$ cat src/rtl/ram_burst_reader.sv
`default_nettype none
// ============================================================================
// Module   : ram_burst_reader
// Purpose  : Streams a burst of words from a 1-cycle-latency sync RAM through
//            a small output FIFO with valid/ready flow control.
// Revision : 1.0
// ============================================================================
module ram_burst_reader #(
  parameter int ADDR_WIDTH = 10,
  parameter int DATA_WIDTH = 32,
  parameter int FIFO_DEPTH = 4
) (
  input  logic                  clk,
  input  logic                  rst,
  input  logic                  start,
  input  logic [ADDR_WIDTH-1:0] base_addr,
  input  logic [ADDR_WIDTH:0]   length,
  output logic [ADDR_WIDTH-1:0] ram_addr,
  output logic                  ram_read,
  input  logic [DATA_WIDTH-1:0] ram_dout,
  output logic [DATA_WIDTH-1:0] out_data,
  output logic                  out_valid,
  input  logic                  out_ready,
  output logic                  busy,
  output logic                  done
);

  localparam int c_PTR_W = (FIFO_DEPTH > 1) ? $clog2(FIFO_DEPTH) : 1;
  localparam int c_CNT_W = c_PTR_W + 1;
  localparam logic [c_CNT_W-1:0]  c_DEPTH   = c_CNT_W'(FIFO_DEPTH);
  localparam logic [c_CNT_W-1:0]  c_CNT_ONE = c_CNT_W'(1);
  localparam logic [ADDR_WIDTH:0] c_LEN_ONE = {{ADDR_WIDTH{1'b0}}, 1'b1};

  localparam logic [1:0] S_IDLE  = 2'd0;
  localparam logic [1:0] S_READ  = 2'd1;
  localparam logic [1:0] S_DRAIN = 2'd2;

  logic [1:0]            r_state;
  logic [1:0]            w_next_state;
  logic [ADDR_WIDTH-1:0] r_addr;
  logic [ADDR_WIDTH:0]   r_remaining;
  logic                  r_inflight;
  logic                  r_done;
  logic [DATA_WIDTH-1:0] r_mem [FIFO_DEPTH];
  logic [c_PTR_W-1:0]    r_wr_ptr;
  logic [c_PTR_W-1:0]    r_rd_ptr;
  logic [c_CNT_W-1:0]    r_count;

  logic w_start_burst;
  logic w_start_empty;
  logic w_room;
  logic w_last_issue;
  logic w_push;
  logic w_pop;
  logic w_last_pop;

  assign w_start_burst = (r_state == S_IDLE) && start && (length != '0);
  assign w_start_empty = (r_state == S_IDLE) && start && (length == '0);
  // Reserve a slot for the read already in flight so the FIFO cannot overflow.
  assign w_room        = (r_count + c_CNT_W'(r_inflight)) < c_DEPTH;
  assign w_last_issue  = ram_read && (r_remaining == c_LEN_ONE);
  assign w_push        = r_inflight;
  assign w_pop         = out_valid && out_ready;
  assign w_last_pop    = (r_state == S_DRAIN) && w_pop && (r_count == c_CNT_ONE) && !r_inflight;

  assign ram_addr  = r_addr;
  assign out_valid = (r_count != '0);
  assign out_data  = r_mem[r_rd_ptr];
  assign done      = r_done;

  always_ff @(posedge clk) begin
    if (rst) begin
      r_state <= S_IDLE;
    end else begin
      r_state <= w_next_state;
    end
  end

  always_comb begin
    w_next_state = r_state;
    case (r_state)
      S_IDLE:  if (w_start_burst) w_next_state = S_READ;
      S_READ:  if (w_last_issue)  w_next_state = S_DRAIN;
      S_DRAIN: if (w_last_pop)    w_next_state = S_IDLE;
      default: w_next_state = S_IDLE;
    endcase
  end

  always_comb begin
    ram_read = 1'b0;
    busy     = 1'b0;
    case (r_state)
      S_READ: begin
        ram_read = w_room;
        busy     = 1'b1;
      end
      S_DRAIN: busy = 1'b1;
      default: begin
        ram_read = 1'b0;
        busy     = 1'b0;
      end
    endcase
  end

  always_ff @(posedge clk) begin
    if (rst) begin
      r_addr      <= '0;
      r_remaining <= '0;
      r_inflight  <= 1'b0;
      r_done      <= 1'b0;
      r_wr_ptr    <= '0;
      r_rd_ptr    <= '0;
      r_count     <= '0;
    end else begin
      r_done     <= w_start_empty || w_last_pop;
      r_inflight <= ram_read;
      if (w_start_burst) begin
        r_addr      <= base_addr;
        r_remaining <= length;
      end else if (ram_read) begin
        r_addr      <= r_addr + 1'b1;
        r_remaining <= r_remaining - 1'b1;
      end
      if (w_push) r_wr_ptr <= r_wr_ptr + 1'b1;
      if (w_pop)  r_rd_ptr <= r_rd_ptr + 1'b1;
      case ({w_push, w_pop})
        2'b10:   r_count <= r_count + 1'b1;
        2'b01:   r_count <= r_count - 1'b1;
        default: r_count <= r_count;
      endcase
    end
  end

  always_ff @(posedge clk) begin
    if (w_push) r_mem[r_wr_ptr] <= ram_dout;
  end

endmodule
`default_nettype wire

$ cat config.mk
export PLATFORM = sky130hd
export DESIGN_NAME = ram_burst_reader
export DESIGN_NICKNAME = d
export VERILOG_FILES = /design/src/rtl/ram_burst_reader.sv
export SDC_FILE = /design/constraint.sdc
export NUM_CORES = 1
export LEC_CHECK = 0
export ABC_AREA = 0
export CORE_MARGIN = 8
export CORE_UTILIZATION = 40
export DETAILED_ROUTE_END_ITERATION = 8
export GPL_TIMING_DRIVEN = 0
export SYNTH_ARGS = -nofsm -noshare
export SYNTH_HDL_FRONTEND = slang
export SYNTH_SLANG_ARGS = --single-unit
$ cat constraint.sdc
create_clock -name clk -period 3 [get_ports clk]
set_input_delay 0.9 -clock clk [delete_from_list [all_inputs] [get_ports clk]]
set_output_delay 0.9 -clock clk [all_outputs]
set_load 0.03 [all_outputs]
==> Word level (Yosys, flattened, before mapping) <==
Memories as Yosys holds them, arrays and structs flattened. A register that Yosys moved wholly into a read port is not among the register bits.
Index checks and enable logic that the tools add are counted.
{ "op_classes": {"n_lt_le_gt_ge": 1, "eq_ne": 9, "n_reduce_logical": 18, "muxes": 15, "n_addsub": 7} }
{ "ops": {"columns": ["cell", "n"], "rows": [
  ["two-way mux 11 bit", 2],
  ["two-way mux 10 bit", 2],
  ["== test 11 x 1 -> 1 bit, second input constant", 1],
  ["zero test 11 bit", 1],
  ["nonzero test 11 bit", 1],
  ["subtractor 11 x 1 -> 11 bit, second input constant", 1],
  ["adder 10 x 1 -> 10 bit, second input constant", 1],
  ["two-way mux 2 bit", 5],
  ["logical AND 1 bit", 8],
  ["!= test 2 bit, second input constant", 3],
  ["one-hot mux 2 bit (3 select lines)", 1],
  ["one-hot mux 3 bit (2 select lines)", 1],
  ["adder 2 x 1 -> 2 bit, second input constant", 2],
  ["== test 2 x 1 -> 1 bit, second input constant", 2],
  ["== test 2 bit, second input constant", 2],
  ["two-way mux 1 bit", 4],
  ["nonzero test 2 bit", 2],
  ["adder 3 x 1 -> 3 bit", 1],
  ["adder 3 x 1 -> 3 bit, second input constant", 1],
  ["== test 3 x 1 -> 1 bit, second input constant", 1],
  ["< comparator 3 bit, second input constant", 1],
  ["AND reduction 3 bit", 1],
  ["nonzero test 3 bit", 1],
  ["subtractor 3 x 1 -> 3 bit, second input constant", 1],
  ["other kinds (4)", 4]
]} }
{ "totals": {"ram_bits": 128, "output_inout_bits": 46, "wordCells": 59, "n_memories": 1, "in_bits": 57, "register_bits": 32} }
{ "mem_list": {"columns": ["memory", "words", "width", "read_ports", "rd_ports_with_merged_regs", "write_ports", "line", "text"], "rows": [
  ["r_mem", 4, 32, 1, 1, 1, "44", "logic [DATA_WIDTH-1:0] r_mem [FIFO_DEPTH];"]
]} }

==> Logic depth before layout (Yosys ltp) <==
{ "depth": {"word_depth": 7, "depth_mapped": 8, "ltp_nobuf": 8} }

==> Least setup slack after synthesis <==
OpenSTA, ideal clock, no wires.
{ "synth_path": {"path_type": "register -> output", "from": "register with a tool-made name", "to": "output port out_data[10]", "arrival_time_ps": 1451, "slack_ps": 649, "stages_incl_launch_ff": 4, "n_path_buf": 2, "path_cell_list": "dfxtp_1 > clkbuf_1 > buf_2 > mux4_2"} }
{ "synth_rtl": {"columns": ["item", "line", "text"], "rows": [
  ["end: declaration", "21", "output logic [DATA_WIDTH-1:0] out_data,"]
]} }

==> summary.md <==
The sum of buffers and inverters on the critical path was 1. The tools report the startpoint class of the critical path as a flop. The clock network power share was 0.304. The tools report the CTS buffer count as 17. Broken down by cell family, the worst path's largest delay share belongs to buffers and inverters. The internal portion of the total power is 4880 uW. Among all stages on the critical path, the largest delay is contributed by sky130_fd_sc_hd__clkdlybuf4s50_1.

In this run the worst hold path is classified as flop to flop. Clock tree synthesis found a total of 162 sinks. Switching part of the total power: 0.313. The run finished with clean final reports. The tree is rooted in a sky130_fd_sc_hd__clkbuf_16. Post-synthesis sequential area ratio: 0.685.

The signed area change from the synthesized netlist to the final layout is 28.5%. The mean routed wirelength per cell came out at 18.4 um. The top cell types in the final layout, fill and taps aside, are 128 x sky130_fd_sc_hd__edfxtp_1, 69 x sky130_fd_sc_hd__clkdlybuf4s50_1, 33 x sky130_fd_sc_hd__dfxtp_1. After detailed routing, the wire length on met1 is 5930 um. The synthesized net count came out at 455. The dominant synthesized flop cell is sky130_fd_sc_hd__edfxtp_1. The final hold violation count is 0, and the clock transition at the registers of the reported paths is 0.06 ns. The run gives 0.0115 ns as the final setup skew.

Walking the worst path, the cells encountered are mux4_2 -> clkdlybuf4s50_1. For this design the total switching power over the nets is 2220 uW. The logs give 0.302 for the share of total power in combinational logic and 0 for the total DRC errors in the routed layout. For the final setup TNS, the log shows 0 ns.

For this design the static power due to leakage is 0.00284 uW. The starting utilization of the core area was 0.404; the total number of placement rows was 47. The clock reaches the later pin of the worst-skew pair after 0.42 ns. Entering global routing, the biggest net connects 33 pins. TritonCTS built the clock tree. The repair_antennas step left the layout with diodes totalling 0.

The logs give 0.835 for the routability congestion estimate and 51 for the number of different library cells in the post-synthesis netlist. Number of pins with negative max-slew slack in the final report: 0. The share of power burned in registers is 0.394. The flip-flop and latch count after synthesis is 162. The cell area that synthesis handed to floorplanning was 6610 um^2. Relative slew slack: 0.398. The number of H-tree levels is 4. The clock passes through at most 2 buffers. Data on the critical path is required at its endpoint by 2.10 ns. The horizontal die dimension came out at 145 um. In the detailed route, the total length drawn on met3 is 790 um. The average vias per placed instance was 4.97. At the pin with the least slew margin, the transition time is 0.903 ns.

The total overflow left after global routing is 0. Initial DRC count: 160. The die covers 20900 um^2. The port buffer count works out to 101. The smallest clock period supported by the final layout is computed as 2.90 ns.

The maximum cell stage delay along the critical path was 0.62 ns. Setup repair after global routing left no endpoint under its margin. For the detailed-route wire length, the log shows 13600 um. The peak clock frequency supported by timing came out at 345 MHz.

The vertical extent of the die was 145 um; the core occupancy in the finished layout was 0.519. Setup violations remaining at the end of the flow were counted as 0. The number of global-route vias before repair was 3984.

The library cell used most frequently in the layout, excluding fill and tap cells, is sky130_fd_sc_hd__edfxtp_1. Detailed routing placed a total of 6650 um of wire on met2. The layout has 1397 filler cells.

For this run, the number of Yosys warnings is 0. The power density over the cells is 837 nW/um^2, and the initial antenna violation count is 0. The class of the most critical setup path is flop to output port. The highest layer touched by signal routing is met4.

The first global-routing pass estimated 21300 um of wire. The number of search-and-repair iterations in the first detailed-routing pass was 4. The tool flagged a number of max-cap violations equal to 0. The detail route stage leaves a number of antenna-violating nets equal to 0.

The async set-or-reset flop fraction in the synthesized netlist is 0, and the overall global routing resource usage is 0.137. Half-perimeter wire length after detailed placement: 9120 um. The area of the core region is 16300 um^2.

The I/O pin total is 103, and the proportion of layout cells with a drive suffix above 1 is 0.186. Synthesis produced 382 cells. VDD sags by at most 0.417 mV. Data on the critical path arrives at its endpoint at 2.00 ns. Category of the worst setup path capture point: an output port. The final clock period utilization by the worst path was 0.966.

The run gives 3657 as the via count of the routed design. A synthesized cell averages 17.3 um^2. The maximum fanout encountered on the critical timing path came out at 5.

In this run, synthesis inferred 128 flip-flops with an integrated enable. At the end of the flow, the number of nets in the layout was 576.
-- layout make-up --
cell class	instances	area, um^2	area share
sequential	162	4530	0.533
multi-input combinational	192	1930	0.227
timing repair buffer	103	991	0.117
clock buffer	18	429	0.0505
tap	220	275	0.0324
clock inverter	14	160	0.0189
buffer	16	135	0.0159
inverter	11	43.8	0.00516
-- power by group through the flow --
stage	logic (uW)	registers (uW)	clock network [uW]
detailed placement	2260	2830	0
finish	2150	2800	2160
global placement	2260	2820	0
CTS	2170	2800	2200
global route	2310	2830	2300
floorplan	1450	2850	0
-- sequential cells by signal, summed over array words and instances, names as in the netlist, named ones only --
name,cells
r_rd_ptr,2
r_inflight,1
r_mem,128
r_count,3
ram_addr,10
r_wr_ptr,2
done,1
r_remaining,11
r_state,2
-- cells by family after synthesis --
group,Yosys count,synth area share
multiplexers,35,0.114
adder cells (fa/ha/maj),16,0.0303
AND/OR/NAND/NOR,85,0.0725
buffers and inverters,28,0.0242
AO/OA/AOI/OAI,32,0.0428
flip-flops,162,0.685
XOR/XNOR,24,0.0318
-- synth_stat cells, types with 5 or more instances --
cell                       count  area share
sky130_fd_sc_hd__ha_1         16       0.030
sky130_fd_sc_hd__xnor2_1      15       0.020
sky130_fd_sc_hd__a211oi_1     16       0.018
sky130_fd_sc_hd__inv_1        10      0.0057
sky130_fd_sc_hd__buf_2         5      0.0038
sky130_fd_sc_hd__mux4_2       32        0.11
sky130_fd_sc_hd__xor2_1        9       0.012
sky130_fd_sc_hd__dfxtp_1      34        0.10
sky130_fd_sc_hd__clkbuf_1      5      0.0028
sky130_fd_sc_hd__nand2_1      11      0.0062
sky130_fd_sc_hd__nor2_1       32       0.018
sky130_fd_sc_hd__edfxtp_1    128        0.58
-- worst register-to-register path, cell delays in order (launching register included) --
cell and delay (ns):
sky130_fd_sc_hd__dfxtp_1 0.46, sky130_fd_sc_hd__inv_1 0.11, sky130_fd_sc_hd__ha_1 0.24, sky130_fd_sc_hd__nand2b_1 0.12, sky130_fd_sc_hd__and2_1 0.24, sky130_fd_sc_hd__ha_1 0.31, sky130_fd_sc_hd__or3_1 0.38, sky130_fd_sc_hd__a21oi_1 0.16
-- timing repair --
item,in CTS,in global routing
hold buffers,0,0
buffers inserted,0,2
pin swaps,0,1
resized for setup,42,2
gates cloned,0,0
endpoints found under the setup margin,33,2
-- stage by stage --
step,hold slack [ns],cell area [um^2],std cells,setup WS [ns],power [uW]
finish,0.504,8490,736,0.102,7100
global route,0.540,8490,736,0.00506,7440
CTS,0.512,8470,734,0.0258,7180
detailed placement,0.503,7890,703,-0.0830,5090
global placement,0.479,7890,703,-0.0972,5080
floorplan,0.465,6610,382,0.649,4300
-- path summary, 6_finish.rpt --
path,start,cells past startpoint,slack [ns],to
min,r_state[0],2,0.50,r_state[0]
max,flop,2,0.10,out_data[0]
max reg2reg,r_count[0],7,0.90,r_count[2]
min reg2reg,r_state[0],2,0.50,r_state[0]
-- metal layers --
layer | track usage | up-vias
met5 | 0 | -
met2 | 0.229 | 82
met1 | 0.161 | 1821
li1 | - | 1738
met3 | 0.0403 | 16
met4 | 0.0564 | 0
Note: power is estimated with default switching activity, not from simulation.
